==> config.mk <==
export PLATFORM = sky130hd
export DESIGN_NAME = fifo_push_arbiter
export DESIGN_NICKNAME = d
export VERILOG_FILES = /design/src/rtl/fifo_push_arbiter.sv
export SDC_FILE = /design/constraint.sdc
export NUM_CORES = 1
export LEC_CHECK = 0
export ABC_CLOCK_PERIOD_IN_PS = 3300
export CORE_AREA = 2 2 158 160
export CTS_BUF_LIST = sky130_fd_sc_hd__clkbuf_4 sky130_fd_sc_hd__clkbuf_8 sky130_fd_sc_hd__clkbuf_16
export DETAILED_ROUTE_END_ITERATION = 8
export DIE_AREA = 0 0 160 162
export SYNTH_ARGS = -nofsm -noshare
export SYNTH_HDL_FRONTEND = slang
export SYNTH_SLANG_ARGS = --single-unit
==> constraint.sdc <==
create_clock -name clk -period 3.3 [get_ports clk]
set_input_delay 0.66 -clock clk [delete_from_list [all_inputs] [get_ports clk]]
set_output_delay 0.66 -clock clk [all_outputs]
set_load 0.01 [all_outputs]
==> src/rtl/fifo_push_arbiter.sv <==
`default_nettype none
// ============================================================================
// Module   : fifo_push_arbiter
// Purpose  : Round-robin, burst-locking arbiter sharing one FIFO push port
//            between two producers; mirrors FIFO occupancy.
//            Optional per-requester statistics under FIFO_ARB_STATS_EN.
// Revision : 1.0  initial release
// ============================================================================
module fifo_push_arbiter #(
    parameter int DATA_WIDTH = 128,
    parameter int DEPTH      = 8,
    parameter int MAX_BURST  = 4
) (
    input  logic                       clk,
    input  logic                       rst,
    input  logic                       req0_valid,
    input  logic [DATA_WIDTH-1:0]      req0_data,
    input  logic                       req0_last,
    output logic                       req0_ready,
    input  logic                       req1_valid,
    input  logic [DATA_WIDTH-1:0]      req1_data,
    input  logic                       req1_last,
    output logic                       req1_ready,
    output logic                       push,
    output logic [DATA_WIDTH-1:0]      push_data,
    input  logic                       push_stall,
    input  logic                       pop,
    input  logic                       empty,
    input  logic                       flush,
    output logic [1:0]                 grant,
`ifdef FIFO_ARB_STATS_EN
    output logic [31:0]                stat_beats0,
    output logic [31:0]                stat_beats1,
    output logic [31:0]                stat_stall_cycles,
`endif
    output logic [$clog2(DEPTH):0]     occupancy
);

    localparam int c_OCC_W = $clog2(DEPTH) + 1;
    localparam int c_CNT_W = $clog2(MAX_BURST) + 1;

    typedef enum logic [1:0] {
        ST_IDLE  = 2'd0,
        ST_LOCK0 = 2'd1,
        ST_LOCK1 = 2'd2
    } state_t;

    state_t               r_state;
    logic                 r_prio;
    logic [c_CNT_W-1:0]   r_beat_cnt;
    logic [c_OCC_W-1:0]   r_occupancy;

    logic                 w_owner;
    logic                 w_owner_vld;
    logic                 w_sel_valid;
    logic                 w_sel_last;
    logic                 w_accept;
    logic                 w_release;
    logic                 w_pop_eff;
    logic [c_CNT_W-1:0]   w_cnt_next;

    // Locked owner wins outright; in IDLE a lone requester wins, ties go to r_prio.
    always_comb begin
        w_owner     = 1'b0;
        w_owner_vld = 1'b0;
        case (r_state)
            ST_LOCK0: begin
                w_owner     = 1'b0;
                w_owner_vld = 1'b1;
            end
            ST_LOCK1: begin
                w_owner     = 1'b1;
                w_owner_vld = 1'b1;
            end
            default: begin
                if (req0_valid && req1_valid) begin
                    w_owner     = r_prio;
                    w_owner_vld = 1'b1;
                end else if (req0_valid) begin
                    w_owner     = 1'b0;
                    w_owner_vld = 1'b1;
                end else if (req1_valid) begin
                    w_owner     = 1'b1;
                    w_owner_vld = 1'b1;
                end
            end
        endcase
    end

    assign w_sel_valid = w_owner ? req1_valid : req0_valid;
    assign w_sel_last  = w_owner ? req1_last  : req0_last;
    assign w_accept    = w_owner_vld & w_sel_valid & ~push_stall & ~flush & ~rst;
    assign w_cnt_next  = r_beat_cnt + c_CNT_W'(1);
    assign w_pop_eff   = pop & ~empty;

    // The first beat is taken in IDLE, so a lock releases once the counter hits MAX_BURST-1.
    assign w_release = w_sel_last |
                       ((r_state == ST_IDLE) ? (MAX_BURST == 1)
                                             : (w_cnt_next == c_CNT_W'(MAX_BURST - 1)));

    assign push       = w_accept;
    assign push_data  = w_owner ? req1_data : req0_data;
    assign req0_ready = w_accept & ~w_owner;
    assign req1_ready = w_accept & w_owner;
    assign grant      = {r_state == ST_LOCK1, r_state == ST_LOCK0};
    assign occupancy  = r_occupancy;

    always_ff @(posedge clk) begin
        if (rst) begin
            r_state     <= ST_IDLE;
            r_prio      <= 1'b0;
            r_beat_cnt  <= '0;
            r_occupancy <= '0;
        end else if (flush) begin
            r_state     <= ST_IDLE;
            r_beat_cnt  <= '0;
            r_occupancy <= '0;
        end else begin
            case ({w_accept, w_pop_eff})
                2'b10: if (r_occupancy != c_OCC_W'(DEPTH - 1))
                           r_occupancy <= r_occupancy + c_OCC_W'(1);
                2'b01: if (r_occupancy != '0)
                           r_occupancy <= r_occupancy - c_OCC_W'(1);
                default: r_occupancy <= r_occupancy;
            endcase

            if (w_accept) begin
                if (w_release) begin
                    r_state    <= ST_IDLE;
                    r_beat_cnt <= '0;
                    r_prio     <= ~w_owner;
                end else begin
                    r_state    <= w_owner ? ST_LOCK1 : ST_LOCK0;
                    r_beat_cnt <= (r_state == ST_IDLE) ? '0 : w_cnt_next;
                end
            end
        end
    end

`ifdef FIFO_ARB_STATS_EN
    logic [31:0] r_stat_beats0;
    logic [31:0] r_stat_beats1;
    logic [31:0] r_stat_stall;

    // Statistics survive flush; only reset clears them.
    always_ff @(posedge clk) begin
        if (rst) begin
            r_stat_beats0 <= '0;
            r_stat_beats1 <= '0;
            r_stat_stall  <= '0;
        end else begin
            if (req0_ready)
                r_stat_beats0 <= r_stat_beats0 + 32'd1;
            if (req1_ready)
                r_stat_beats1 <= r_stat_beats1 + 32'd1;
            if ((req0_valid | req1_valid) & push_stall)
                r_stat_stall <= r_stat_stall + 32'd1;
        end
    end

    assign stat_beats0       = r_stat_beats0;
    assign stat_beats1       = r_stat_beats1;
    assign stat_stall_cycles = r_stat_stall;
`endif

endmodule
`default_nettype wire

## After elaboration in Yosys (flattened, before gate mapping)

Index checks and enable logic that the tools add are counted.

| word-level totals | value |
|---|---|
| bits in registers | 10 |
| input bits | 266 |

| cells by class | value |
|---|---|
| bitwise logic cells | 13 |
| multiplexer cells | 18 |
| reduce and logical (&&, ||, !) cells | 8 |
| add/subtract/negate cells | 3 |
| equal/unequal tests | 8 |

Operators by type and width:

| kind | number |
|---|---|
| 128-bit two-way mux | 1 |
| 1-bit two-way mux | 9 |
| 4-bit two-way mux | 2 |
| 4-bit case mux with 2 select lines | 1 |
| 1-bit bitwise AND | 7 |
| 3-bit two-way mux | 2 |
| 3-bit AND reduction | 2 |
| 1-bit inverter | 5 |
| 4-bit by 1-bit adder with 4-bit output, second input constant | 1 |
| 2-bit by 1-bit == test with 1-bit output, second input constant | 2 |
| 2-bit == test, second input constant | 2 |
| 2-bit two-way mux | 2 |
| 2-bit != test, second input constant | 2 |
| 4-bit by 3-bit != test with 1-bit output, second input constant | 1 |
| 4-bit nonzero test | 1 |
| 2-bit OR reduction | 2 |
| 4-bit by 1-bit subtractor with 4-bit output, second input constant | 1 |
| 3-bit by 1-bit adder with 3-bit output, second input constant | 1 |
| 3-bit by 2-bit == test with 1-bit output, second input constant | 1 |
| 2-bit zero test | 1 |
| 1-bit case mux with 2 select lines | 1 |
| 2-bit nonzero test | 1 |
| 1-bit logical AND | 1 |
| 1-bit OR | 1 |

## Depth between registers and ports, before layout

Gate-level depths: netlist of run 1.

| depth | value |
|---|---|
| depth in word-level cells | 12 |
| gate-level depth with buffers | 11 |

## Worst setup path after synthesis of run 1

Ideal clock, no wire load.

| path | value |
|---|---|
| kind | input -> register |
| start point | in flush |
| end point | reg r_occupancy[2] (netlist: occupancy[2]) |
| slack | 479 ps |
| data required time | 3230 ps |
| arrival | 2751 ps |
| setup time | 70 ps |
| stages on the path | 10 |
| cell sequence | or2_1 -> buf_6 -> a2111o_1 -> inv_2 -> nor2_1 -> xor2_1 -> ha_1 -> or4_1 -> a21o_1 -> a21oi_1 |

| on the way | value |
|---|---|
| word-level cells in the longest chain between the ends | 6 |
| elaborated cells on any way between the ends | 11 |

Ends and longest elaborated chain:

| item | RTL line | text |
|---|---|---|
| start: declaration | 29 | `input logic flush,` |
| 1-bit inverter (no line) (*) | -- |  |
| 1-bit bitwise AND (*) (2 in a row) | 92 | `assign w_accept = w_owner_vld & w_sel_valid & ~push_stall & ~flush & ~rst;` |
| named net push | 24 | `output logic push,` |
| 2-bit by 1-bit == test with 1-bit output or 2-bit == test (tied branches) | 119 | `case ({w_accept, w_pop_eff})` |
| 2-bit != test (no line) or 2-bit nonzero test (tied branches) | -- |  |
| 3-bit AND reduction (no line) | -- |  |
| end signal: assignment | 121 | `r_occupancy <= r_occupancy + c_OCC_W'(1);` |
| end signal: assignment | 123 | `r_occupancy <= r_occupancy - c_OCC_W'(1);` |
| end signal: assignment | 124 | `default: r_occupancy <= r_occupancy;` |
| end: declaration | 51 | `logic [c_OCC_W-1:0] r_occupancy;` |

Mark *: on every way through the listed nets, which the timed path passes. The rest lies on a longest branch.
A chain may end at the register's enable or synchronous reset.

## Final worst setup path of run 1

| path | value |
|---|---|
| start point | in req0_valid |
| end point | out push_data[22] |

| on the way | value |
|---|---|
| word-level cells in the longest chain between the ends | 4 |
| elaborated cells on any way between the ends | 5 |

Ends and longest elaborated chain:

| item | RTL line | text |
|---|---|---|
| start: declaration | 16 | `input logic req0_valid,` |
| 1-bit two-way mux or 1-bit logical AND (tied branches) | 79, 76 |  |
| 1-bit two-way mux (*) | 76 | `if (req0_valid && req1_valid) begin` |
| 1-bit case mux with 2 select lines (*) | 66 | `case (r_state)` |
| 128-bit two-way mux (*) | 102 | `assign push_data = w_owner ? req1_data : req0_data;` |
| end: declaration | 25 | `output logic [DATA_WIDTH-1:0] push_data,` |

Mark *: on every way between the ends. The rest lies on a longest branch, timed or not.

==> flow_summary.yaml, run 1 <==
run_status:
  status: "complete, no violations"
grt:
  grt_usage_pct: 11.5
  grt_pass1_wl_mm: 22.9
  grt_overflow: 0
  grt_pass1_vias: 3629
  antenna_found_initial: 0
  grt_start_max_net_pins: 21
die:
  die_height_um: 162
  io_pins: 403
  design.die.area_mm2: 0.0259
  start_util_pct: 9.11
  die_x_um: 160
  core-area_mm2: 0.0241
  num_rows: 57
synth:
  synthFlopType: "dfxtp_1"
  synth_most_common_cell: "mux2_2"
  synth_area_per_cell_um2: 9.68
  yosys.area.top_type_share_pct: 65.6
  synthTopCellsByArea: "mux2_2 (66%), dfxtp_1 (9.1%), ha_1 (3.4%), buf_2 (3.2%), nor2_1 (1.7%)"
  yosys_register_bits: 10
  syn_nets: 499
  yosysWarnings: 0
  netlist_area_mm2: 0.00220
  synthCells: 227
  synth.distinct_cells: 33
  synth_edf_count: 0
  synthTopCellsByCount: "mux2_2 (128), buf_2 (14), dfxtp_1 (10), nor2_1 (10)"
  yosysSeqAreaShare_pct: 9.11
  synth-async-reset-ratio_pct: 0
  synth_area_leader_cell: "mux2_2"
setup_path:
  cp_max_fo: 18
  r2r-start: "r_state[0]"
  startpoint_type: "input pin"
  endpoint_kind: "output port"
  regToRegEndpoint: "occupancy[2]"
  cp.required_ps: 2640
  cp_data_arrival_time_ps: 2550
  cp_cell_sequence: "clkdlybuf4s50_1, nand2b_4, a22o_4, buf_4, buf_12, buf_16, mux2_2, dlygate4sd2_1"
  rrSetupSlack_ps: 490
  critPathKind: "input pin to output port"
  slowest_delay_ps: 540
  reg2reg_depth: 11
  crit_slowest_cell: "clkdlybuf4s50_1"
routing:
  drc_errors: 0
  num_vias: 3449
  met1Wirelength_mm: 6.90
  wl_met2_mm: 8.27
  antenna_left: 0
  vias_per_cell: 3.55
  top_layer_used: "met4"
  routed_wl_mm: 16.2
  wl_met3_mm: 1.05
  drt-initial-drc-count: 137
  wl_per_cell_um: 16.7
  dr.pass1.iters: 4
sta:
  slew_headroom_pct: 65.5
  rsz0062_at_grt: "no"
  skew_ps: 2.86
  hold_viol_final: 0
  layout_setup_ws_ps: 95.0
  timing.final.max_slew_violations: 0
  setup_tns_ps: 0
  finalCritPeriodShare_pct: 97.1
  setup_viol: 0
  worst_pin_slew_ps: 510
  fin_hold_ws_ps: 471
  fmax_ghz: 0.312
  fin_crit_ps: 3210
clocking:
  h-tree-depth: 1
  cts_tree: "yes"
  clk_pin_slew_ps: 40
  cts_buffers: 3
  clock-root-buffer: "clkbuf_16"
  cts.path.max_buffers: 2
  clk_latency_ps: 240
  clkSinkCount: 10
min_path:
  hp-start: "r_beat_cnt[2]"
  min_path_type: "register to register"
  hold_path_depth: 2
  hold_end: "r_beat_cnt[2]"
placement:
  gp_congestion: 0.743
  dp_slack_ps: -184
  dp_hpwl_mm: 13.7
  place_area_mm2: 0.00668
  io_buffers: 402
  placed_cells: 951
final_layout:
  area_growth_pct: 216
  seq_area_um2: 200
  fin_area_mm2: 0.00694
  final_layout_size_suffix_gt1_share_pct: 26.3
  final_cells: 971
  fin_nets: 920
  fin_util_pct: 28.8
  n_fill_cell: 2642
  antennaDiodeCount: 0
  multiInputGateArea_mm2: 0.00194
job:
  maxCapViolCount: 0
power_and_ir_drop:
  p_total_mw: 1.24
  power.density_mw_per_mm2: 179
  vdd_ir_drop_max_mv: 0.183
  leakage_nw: 2.64
## state kept, by name, indices dropped and copies added (netlist names)
register,count
occupancy,4
r_beat_cnt,3
r_state,2
r_prio,1
## cells in the final DEF (no fill, tap or decap), drive strengths merged, types with 2 or more instances in the layout
cell and n:
clkdlybuf4s50 332, mux2 128, dlygate4sd2 70, buf 29, nor2 10, dfxtp 10
nand2 6, inv 6, ha 6, nor3 5, nand3 5, a21oi 5
o21ai 4, a22oi 4, nor2b 4, clkbuf 4, a22o 2, mux2i 2
nand2b 2
## metal layers
metal,track usage [%],vias up
li1,-,1696
met1,14.5,1586
met2,20.9,165
met3,2.43,2
met4,0.737,0
met5,0,-
## timing repair
action	CTS	global route
hold buffers	0	0
pin swaps	1	0
gates cloned	3	0
setup buffers	13	0
endpoints found under the setup margin	128	52
gates resized for setup	83	2
## report_power, final
part | internal [mW] | leakage, nW | switching [mW] | total (mW)
Combinational | 0.609 | 2.51 | 0.272 | 0.881
Sequential | 0.122 | 0.0806 | 0.00118 | 0.124
Clock | 0.182 | 0.0442 | 0.0565 | 0.239
Total | 0.913 | 2.64 | 0.329 | 1.24
## final cells by class
type / instances / area share (%)
Timing Repair Buffer: 431 / 61.7
Inverter: 6 / 0.324
Tap cell: 324 / 5.84
Sequential cell: 10 / 2.88
Clock buffer: 4 / 1.28
Multi-Input combinational cell: 196 / 28.0
## worst max-delay path by stage
stage               start             end  slack (ps)  cells after the start
2_1_floorplan       flush    occupancy[2]         480                     10
3_3_place_gp   req1_valid  push_data[125]        -160                      6
3_5_place_dp   req1_valid  push_data[125]        -180                      6
4_1_cts        req0_valid   push_data[70]          20                      8
5_1_grt        req0_valid   push_data[40]          30                      8
6_report       req0_valid   push_data[22]          90                      8
## worst max-delay path, delay by kind of cell
| kind | cells | cell delay (ps) |
|---|---|---|
| buffers and inverters | 5 | 1260 |
| AO/OA/AOI/OAI | 1 | 260 |
| multiplexers | 1 | 270 |
| AND/OR/NAND/NOR | 1 | 90 |
## cells by family after synthesis
| group | after synthesis | synth area share (%) |
|---|---|---|
| compound gates | 21 | 7.06 |
| xor+xnor | 2 | 0.797 |
| fa+ha+maj | 6 | 3.42 |
| buf+inv | 22 | 4.90 |
| flops | 10 | 9.11 |
| mux | 130 | 66.7 |
| simple gates | 36 | 8.03 |
(Power assumes the default switching activity.)
==> inputs of run 2 (changes only) <==
--- a/config.mk
+++ b/config.mk
@@ -10,6 +10,7 @@
 export CTS_BUF_LIST = sky130_fd_sc_hd__clkbuf_4 sky130_fd_sc_hd__clkbuf_8 sky130_fd_sc_hd__clkbuf_16
 export DETAILED_ROUTE_END_ITERATION = 8
 export DIE_AREA = 0 0 160 162
+export SKIP_CTS_REPAIR_TIMING = 1
 export SYNTH_ARGS = -nofsm -noshare
 export SYNTH_HDL_FRONTEND = slang
 export SYNTH_SLANG_ARGS = --single-unit
==> flow_summary.yaml, run 2 (synthesis gave the netlist of run 1 again) <==
routing:
  drc_errors: 0
  met1Wirelength_mm: 6.84
  wl_met2_mm: 8.36
  routed_wl_mm: 16.3
  vias_per_cell: 3.53
  wl_per_cell_um: 16.8
  wl_met3_mm: 1.06
  drt-initial-drc-count: 123
  top_layer_used: "met4"
  antenna_left: 0
  dr.pass1.iters: 4
  num_vias: 3423
die:
  core-area_mm2: 0.0241
  io_pins: 403
  start_util_pct: 9.11
  num_rows: 57
  die_height_um: 162
  design.die.area_mm2: 0.0259
  die_x_um: 160
clocking:
  cts_buffers: 3
  clkSinkCount: 10
  clock-root-buffer: "clkbuf_16"
  clk_pin_slew_ps: 40
  clk_latency_ps: 240
  cts_tree: "yes"
  cts.path.max_buffers: 2
  h-tree-depth: 1
final_layout:
  fin_nets: 918
  final_common_cell: "clkdlybuf4s50_1"
  seq_area_um2: 200
  fin_area_mm2: 0.00727
  largest_reg_flops: 4
  n_fill_cell: 2572
  area_growth_pct: 231
  final_layout_size_suffix_gt1_share_pct: 25.7
  antennaDiodeCount: 0
  mostFrequentLayoutCells: "clkdlybuf4s50_1 (285), mux2_2 (128), dlymetal6s2s_1 (117)"
  final_cells: 969
  multiInputGateArea_mm2: 0.00191
sta:
  hold_viol_final: 0
  fmax_ghz: 0.311
  worst_pin_slew_ps: 509
  finalCritPeriodShare_pct: 97.6
  setup_tns_ps: 0
  fin_crit_ps: 3220
  slew_headroom_pct: 65.6
  rsz0062_at_grt: "no"
  skew_ps: 2.84
  timing.final.max_slew_violations: 0
  setup_viol: 0
grt:
  antenna_found_initial: 0
  grt_overflow: 0
  grt_pass1_vias: 3516
  grt_usage_pct: 10.9
  grt_start_max_net_pins: 41
  grt_pass1_wl_mm: 21.9
setup_path:
  startpoint_type: "input pin"
  cp_cell_sequence: "clkdlybuf4s50_1, nor2b_4, a22o_4, buf_4, mux2_2, clkdlybuf4s50_1"
  cp.required_ps: 2640
  crit_slowest_cell: "clkdlybuf4s50_1"
  critPathKind: "input pin to output port"
  cpMostUsedCell: "clkdlybuf4s50_1"
  slowest_delay_ps: 520
  cp_max_fo: 11
  cp_data_arrival_time_ps: 2560
  endpoint_kind: "output port"
  rrSetupSlack_ps: 600
power_and_ir_drop:
  vdd_ir_drop_max_mv: 0.183
  power.density_mw_per_mm2: 172
  leakage_nw: 3.60
  p_total_mw: 1.25
placement:
  placed_cells: 951
  place_area_mm2: 0.00668
  dp_hpwl_mm: 13.7
  gp_congestion: 0.743
  io_buffers: 402
job:
  maxCapViolCount: 0
min_path:
  min_path_type: "register to register"
run_status:
  status: "complete, no violations"
==> run 2: cell count changes in the layout (fill, tap and decap cells not counted) <==
cell and change:
dlymetal6s2s_1 +117, dlygate4sd2_1 -70, clkdlybuf4s50_1 -47, buf_12 -4, clkbuf_16 +2, a22o_4 -1
buf_6 +1, ha_1 +1, ha_4 -1, nand2b_1 +1, nand2b_4 -1
==> run 2: power by group <==
group	internal, mW	switching, mW	leakage, nW	total (mW)
Combinational	0.622	0.269	3.47	0.891
Clock	0.182	0.0563	0.0442	0.238
Sequential	0.122	0.00113	0.0806	0.123
==> run 2: final cells by class <==
class,count,share of cell area [%]
Tap cell,324,5.58
Inverter,6,0.310
Multi-Input combinational cell,195,26.2
Sequential cell,10,2.75
Timing Repair Buffer,430,63.9
Clock buffer,4,1.22
==> run 2: worst max-delay path: cells and delay by family <==
kind / cells / cell delay [ps]
compound gates: 1 / 150
buf+inv: 3 / 1210
mux: 1 / 370
simple gates: 1 / 180
==> run 2: stage by stage <==
stage,setup WS (ps),util (%),hold WS [ps]
final,79.7,30.2,471
after global routing,10.5,30.2,497
after floorplan,479,-,443
after detailed placement,-184,27.7,465
after CTS,-180,28.1,473
after global placement,-163,27.7,453
==> run 2: path summary, 6_finish.rpt <==
check,endpoint,cells past startpoint,start
max,push_data[6],6,req1_valid
min,r_beat_cnt[2],2,r_beat_cnt[2]
max reg2reg,occupancy[2],11,r_state[0]
min reg2reg,r_beat_cnt[2],2,r_beat_cnt[2]
==> run 2: per-layer routing <==
metal	vias to the layer above	track usage [%]
li1	1689	-
met1	1561	13.8
met2	167	19.4
met3	6	2.53
met4	0	0.983
met5	-	0
==> inputs of run 3 (changes only) <==
--- a/config.mk
+++ b/config.mk
@@ -11,6 +11,7 @@
 export DETAILED_ROUTE_END_ITERATION = 8
 export DIE_AREA = 0 0 160 162
 export SKIP_CTS_REPAIR_TIMING = 1
+export SLEW_MARGIN = 10
 export SYNTH_ARGS = -nofsm -noshare
 export SYNTH_HDL_FRONTEND = slang
 export SYNTH_SLANG_ARGS = --single-unit
==> results of run 3 <==
The final DEF is identical to that of run 2; final timing and power are the same.
